`src/rtl/level_countdown_if.sv`:
```
// Bundle of level_countdown control inputs and display/status outputs.
// The game side drives through master; the timer uses slave.
interface level_countdown_if;
    logic [7:0]  cur_level;
    logic        load;
    logic        start;
    logic        pause;
    logic        penalty;
    logic [11:0] sec_bcd;
    logic        running;
    logic        expired;
    logic        tick;

    modport master (
        output cur_level, load, start, pause, penalty,
        input  sec_bcd, running, expired, tick
    );

    modport slave (
        input  cur_level, load, start, pause, penalty,
        output sec_bcd, running, expired, tick
    );
endinterface

```
`src/rtl/level_countdown.sv`:
```
// Bomb-phase countdown: level-dependent start time with a floor, 1 Hz decrement,
// pause and penalty handling, and BCD output for the seven-segment driver.
module level_countdown #(
    parameter int unsigned CLK_HZ          = 50_000_000,
    parameter int unsigned BASE_SECONDS    = 90,
    parameter int unsigned STEP_SECONDS    = 10,
    parameter int unsigned MIN_SECONDS     = 20,
    parameter int unsigned PENALTY_SECONDS = 5
) (
    input  logic               clk,
    input  logic               reset,
    level_countdown_if.slave   bus
);

    localparam int unsigned PW = (CLK_HZ > 1) ? $clog2(CLK_HZ) : 1;
    localparam logic [PW-1:0] PRESC_MAX  = PW'(CLK_HZ - 1);
    localparam logic [15:0]   STEP16     = 16'(STEP_SECONDS);
    localparam logic [15:0]   FLOOR_AT   = 16'(BASE_SECONDS - MIN_SECONDS + 1);
    localparam logic [7:0]    BASE8      = 8'(BASE_SECONDS);
    localparam logic [7:0]    MIN8       = 8'(MIN_SECONDS);
    localparam logic [7:0]    PENALTY8   = 8'(PENALTY_SECONDS);

    typedef enum logic [2:0] {
        IDLE,
        LOADED,
        RUN,
        PAUSED,
        EXPIRED
    } state_t;

    state_t        state, state_n;
    logic [7:0]    seconds, seconds_n;
    logic [PW-1:0] presc, presc_n;
    logic          tick_q, tick_n;

    logic [15:0]   product;
    logic [7:0]    start_val;
    logic          counting;
    logic          dec;
    logic [7:0]    sub;

    // Product is below FLOOR_AT on the subtract path, so its low byte is exact.
    assign product   = STEP16 * {8'd0, bus.cur_level};
    assign start_val = (product >= FLOOR_AT) ? MIN8 : (BASE8 - product[7:0]);

    // The release edge of a pause already counts, so K paused cycles cost exactly K.
    assign counting = ((state == RUN) || (state == PAUSED)) && !bus.pause;
    assign dec      = counting && (presc == PRESC_MAX);
    assign sub      = {7'd0, dec} + (bus.penalty ? PENALTY8 : 8'd0);

    // NOTE: every signal written here gets a default first, so no latch is inferred.
    always_comb begin
        state_n   = state;
        seconds_n = seconds;
        presc_n   = presc;
        tick_n    = 1'b0;

        if (bus.load) begin
            state_n   = LOADED;
            seconds_n = start_val;
            presc_n   = '0;
        end else begin
            unique case (state)
                LOADED: begin
                    if (bus.start) state_n = bus.pause ? PAUSED : RUN;
                end
                RUN, PAUSED: begin
                    state_n = counting ? RUN : PAUSED;
                    if (counting) presc_n = dec ? '0 : presc + 1'b1;
                    tick_n    = dec;
                    seconds_n = (seconds > sub) ? (seconds - sub) : 8'd0;
                    if (seconds_n == 8'd0) state_n = EXPIRED;
                end
                default: ;
            endcase
        end
    end

    // NOTE: sequential state uses non-blocking assignments so all registers update together.
    always_ff @(posedge clk) begin
        if (reset) begin
            state   <= IDLE;
            seconds <= 8'd0;
            presc   <= '0;
            tick_q  <= 1'b0;
        end else begin
            state   <= state_n;
            seconds <= seconds_n;
            presc   <= presc_n;
            tick_q  <= tick_n;
        end
    end

    // Double-dabble: add 3 to any digit >= 5, then shift in the next binary bit.
    logic [11:0] bcd;
    always_comb begin
        bcd = 12'd0;
        for (int i = 7; i >= 0; i--) begin
            if (bcd[3:0]  >= 4'd5) bcd[3:0]  = bcd[3:0]  + 4'd3;
            if (bcd[7:4]  >= 4'd5) bcd[7:4]  = bcd[7:4]  + 4'd3;
            if (bcd[11:8] >= 4'd5) bcd[11:8] = bcd[11:8] + 4'd3;
            bcd = {bcd[10:0], seconds[i]};
        end
    end

    assign bus.sec_bcd = bcd;
    assign bus.running = (state == RUN);
    assign bus.expired = (state == EXPIRED);
    assign bus.tick    = tick_q;

endmodule

```
`src/flat_wrapper.sv`:
```
// flat-port wrapper written by rule: the top's interface ports become plain ports
module level_countdown_flat 
#(
    parameter int unsigned CLK_HZ          = 50_000_000,
    parameter int unsigned BASE_SECONDS    = 90,
    parameter int unsigned STEP_SECONDS    = 10,
    parameter int unsigned MIN_SECONDS     = 20,
    parameter int unsigned PENALTY_SECONDS = 5
)
  (clk, reset, bus_cur_level, bus_load, bus_start, bus_pause, bus_penalty, bus_sec_bcd, bus_running, bus_expired, bus_tick);
  level_countdown_if bus_i ();
  input  logic clk;
  input  logic reset;
  input wire logic [$bits(bus_i.cur_level)-1:0] bus_cur_level;
  input wire logic [$bits(bus_i.load)-1:0] bus_load;
  input wire logic [$bits(bus_i.start)-1:0] bus_start;
  input wire logic [$bits(bus_i.pause)-1:0] bus_pause;
  input wire logic [$bits(bus_i.penalty)-1:0] bus_penalty;
  output wire logic [$bits(bus_i.sec_bcd)-1:0] bus_sec_bcd;
  output wire logic [$bits(bus_i.running)-1:0] bus_running;
  output wire logic [$bits(bus_i.expired)-1:0] bus_expired;
  output wire logic [$bits(bus_i.tick)-1:0] bus_tick;
  assign bus_i.cur_level = bus_cur_level;
  assign bus_i.load = bus_load;
  assign bus_i.start = bus_start;
  assign bus_i.pause = bus_pause;
  assign bus_i.penalty = bus_penalty;
  assign bus_sec_bcd = bus_i.sec_bcd;
  assign bus_running = bus_i.running;
  assign bus_expired = bus_i.expired;
  assign bus_tick = bus_i.tick;
  level_countdown #(.CLK_HZ(CLK_HZ), .BASE_SECONDS(BASE_SECONDS), .STEP_SECONDS(STEP_SECONDS), .MIN_SECONDS(MIN_SECONDS), .PENALTY_SECONDS(PENALTY_SECONDS)) u_core (.clk(clk), .reset(reset), .bus(bus_i));
endmodule
```
`config.mk`:
```
export PLATFORM = sky130hd
export DESIGN_NAME = level_countdown_flat
export DESIGN_NICKNAME = d
export VERILOG_FILES = /design/src/rtl/level_countdown_if.sv /design/src/rtl/level_countdown.sv /design/src/flat_wrapper.sv
export SDC_FILE = /design/constraint.sdc
export NUM_CORES = 1
export LEC_CHECK = 0
export ABC_AREA = 1
export CORE_MARGIN = 4
export CORE_UTILIZATION = 46
export CTS_CLUSTER_SIZE = 24
export DETAILED_ROUTE_END_ITERATION = 7
export PLACE_DENSITY = 0.69
export SYNTH_ARGS = -nofsm -noshare
export SYNTH_HDL_FRONTEND = slang
export SYNTH_SLANG_ARGS = --single-unit
```
`constraint.sdc`:
```
create_clock -name clk -period 3.29 [get_ports clk]
set_clock_uncertainty 0.15 [all_clocks]
set_input_delay 0.4935 -clock clk [delete_from_list [all_inputs] [get_ports clk]]
set_output_delay 0.4935 -clock clk [all_outputs]
set_load 0.1 [all_outputs]
```
==> results of run 1 <==
## layer usage
metal  track usage [%]  vias up
met5                 0        -
met4              6.63        0
met3              3.83       34
met2              38.7      112
met1              26.6     1773
li1                  -     1894
## flip-flops by register name, summed over array words and instances (netlist names)
signal / flops
u_core.presc: 26
u_core.bus.tick: 1
u_core.state: 3
u_core.seconds: 8
## cell families after synthesis
family | count (synthesis) | share of synthesized area (%)
simple gates | 263 | 38.4
buf+inv | 88 | 10.9
compound gates | 65 | 12.0
flops | 38 | 24.3
fa+ha+maj | 27 | 11.3
xor+xnor | 11 | 3.08
other cells | 1 | 0.120
## how the worst max path moves through the flow
stage,cells past startpoint,slack [ps],end,start
finish,30,-820,bus_sec_bcd[6],u_core.seconds[6]$_SDFFE_PP0P_
global route,30,-1020,bus_sec_bcd[6],u_core.seconds[6]$_SDFFE_PP0P_
CTS,29,-640,bus_sec_bcd[5],u_core.seconds[5]$_SDFFE_PP0P_
detailed placement,23,-630,u_core.state[1]$_SDFFE_PP0P_,bus_pause
global placement,23,-550,u_core.state[1]$_SDFFE_PP0P_,bus_pause
floorplan,27,-500,bus_sec_bcd[8],u_core.seconds[6]$_SDFFE_PP0P_
## cells in the mapped netlist, types with 4 or more instances
cell     number  area share, %
a21oi_1      25            4.0
a31oi_1       5            1.0
dfxtp_1      38             24
ha_1         25             10
inv_1        76            9.1
inv_2         4           0.48
nand2_1     110             13
nand2_2      10            2.0
nand3_1      38            6.1
nand4_1       9            1.8
nor2_1       49            5.9
nor2_2        6            1.2
nor3_1       19            3.0
nor4_1        7            1.4
o21ai_0      19            3.0
or2_2         4           0.80
xor2_1        9            2.5
## cell type report
type                       instances  area, sq um  area share [%]
tap                               77         96.3            1.85
sequential                        38          773            14.8
timing repair buffer             142         1230            23.7
clock inverter                     3         68.8            1.32
inverter                          83          320            6.15
multi-input combinational        368         2650            50.8
clock buffer                       5         68.8            1.32
## worst max-delay path: cells and delay by family (launching register included)
| kind | cells | cell delay, ps |
|---|---|---|
| DFF | 1 | 350 |
| adders and majority gates | 4 | 660 |
| buffers and inverters | 7 | 470 |
| AOI/OAI and AO/OA | 2 | 310 |
| and+or+nand+nor | 17 | 1380 |
## per-stage QoR
step / utilization [%] / setup TNS [ps] / setup slack, ps / total power, uW / instances
5_1_grt: 80.2 / -8330 / -1020 / 1850 / 716
2_1_floorplan: - / -2390 / -504 / 943 / 494
6_report: 80.2 / -6380 / -825 / 1780 / 716
3_5_place_dp: 66.4 / -7760 / -633 / 1180 / 665
4_1_cts: 75.0 / -5010 / -644 / 1710 / 704
3_3_place_gp: 66.4 / -5870 / -554 / 1170 / 665
## where the power goes
part | internal [uW] | leakage [uW] | total [uW] | switching (uW)
Sequential | 464 | 0.000312 | 471 | 6.88
Combinational | 338 | 0.00198 | 821 | 483
Clock | 304 | 0.0000683 | 486 | 182
Total | 1110 | 0.00236 | 1780 | 673
## what timing repair did
action	in CTS	in global routing
pin swaps	27	36
endpoints found under the setup margin	17	22
buffers inserted	32	12
resized for setup	50	63
==> run summary, run 1 <==
outcome: finished, violations left
failing checks: negative setup slack
synth-to-layout area growth: 66.3%
maximum clock path buffer count: 2
crit path capture type: primary output
peak supply drop: 281 uV
DR DRC count: 0
H-tree depth: 2
Hold WS: 320 ps
Antenna diodes: 0
gr ovfl total: 0
r2r worst-path depth: 23
worst skew pair latency: 300 ps
placed cell areas: 4310 sq um
Hold Crit Depth: 2
dpl hpwl: 6.41 mm
Final Hold Vio Count: 0
row count: 29
layout cells sized above 1: 41.6%
maximum fanout along the worst path: 5
Async SR Flop Fraction: 0%
LEAKAGE: 0.00236 uW
initial antenna violation count: 0
WHS Endpoint: u_core.presc[13]$_SDFFE_PP0P_
most frequent CP cell: nand2_2
core box area: 6490 sq um
clk sinks: 38
Post-DRT Antenna Nets: 0
GPL Wtd Cong: 0.830
Post-synth EDFFs: 0
worst slew pin tran: 544 ps
Root Buffer: clkbuf_8
largest net degree at the start of global routing: 14
Total GRT Usage: 21.8%
RSZ-0062 raised after global routing: yes
# fillers: 386
WL final: 9.93 mm
Reg-to-Reg Start: u_core.state[1]$_SDFFE_PP0P_
CTS Buf Count: 5
die height: 90.5 um
most frequent cells in the layout: 117 x buf_4, 76 x nand2_1, 60 x inv_1, 46 x nor2_1, 30 x dfxtp_1
Final nets: 679
first-pass GRT wire length: 15.2 mm
hold_buf cts: 0
synthesized cell area: 3130 sq um
fin worst setup slack: -825 ps
ys flop type: dfxtp_1
1st-iter DRT viols: 165
fin area: 5210 sq um
commonest non-fill, non-tap cell in the layout: buf_4
Max-slew headroom: 63.4%
die area: 8200 sq um
Hold Startpoint: u_core.presc[13]$_SDFFE_PP0P_
FF-to-FF setup slack: 80 ps
vias in the first global route: 3572
critical path arrival: 3470 ps
Hold WC Path Type: reg -> reg
Die Span X: 90.5 um
drt first pass iters: 5
number of max-cap violations: 0
PortBufs: 26
FMAX: 243 MHz
Synth Register Bits: 38
post-route minimum period: 4110 ps
critical path launch point type: register
CP max-delay cell: dfxtp_2
met3 wire len: 438 um
WS Path Type: reg -> out
CTS tree: yes
Synth cell types: 42
metal2 WL: 5.09 mm
Final period util: 125%
yosys warns: 0
Power Density: 341 nW/um^2
highest routed layer: met4
required time worst endpoint: 2650 ps
Final setup viols: 9
via/cell ratio: 5.33
cell count after synthesis: 493
sequential element share of the synthesized area: 24.3%
Slew Limit Fails: 0
Initial Utilization: 48.2%
total number of vias: 3813
Wirelength per Cell: 13.9 um
CTS clk-pin slew, worst paths: 90 ps
average cell area after synthesis: 6.35 sq um
reg2reg end: u_core.state[1]$_SDFFE_PP0P_
M1 WL: 4.11 mm
# IOs: 29
CP max stage delay: 350 ps
Note: power is estimated with default switching activity, not from simulation.
==> run 2: changes to the inputs <==
Settings changed: CTS_CLUSTER_DIAMETER set to 60.
==> results of run 2 <==
Same layout as run 1: the final DEF is identical, and so are final timing and power.
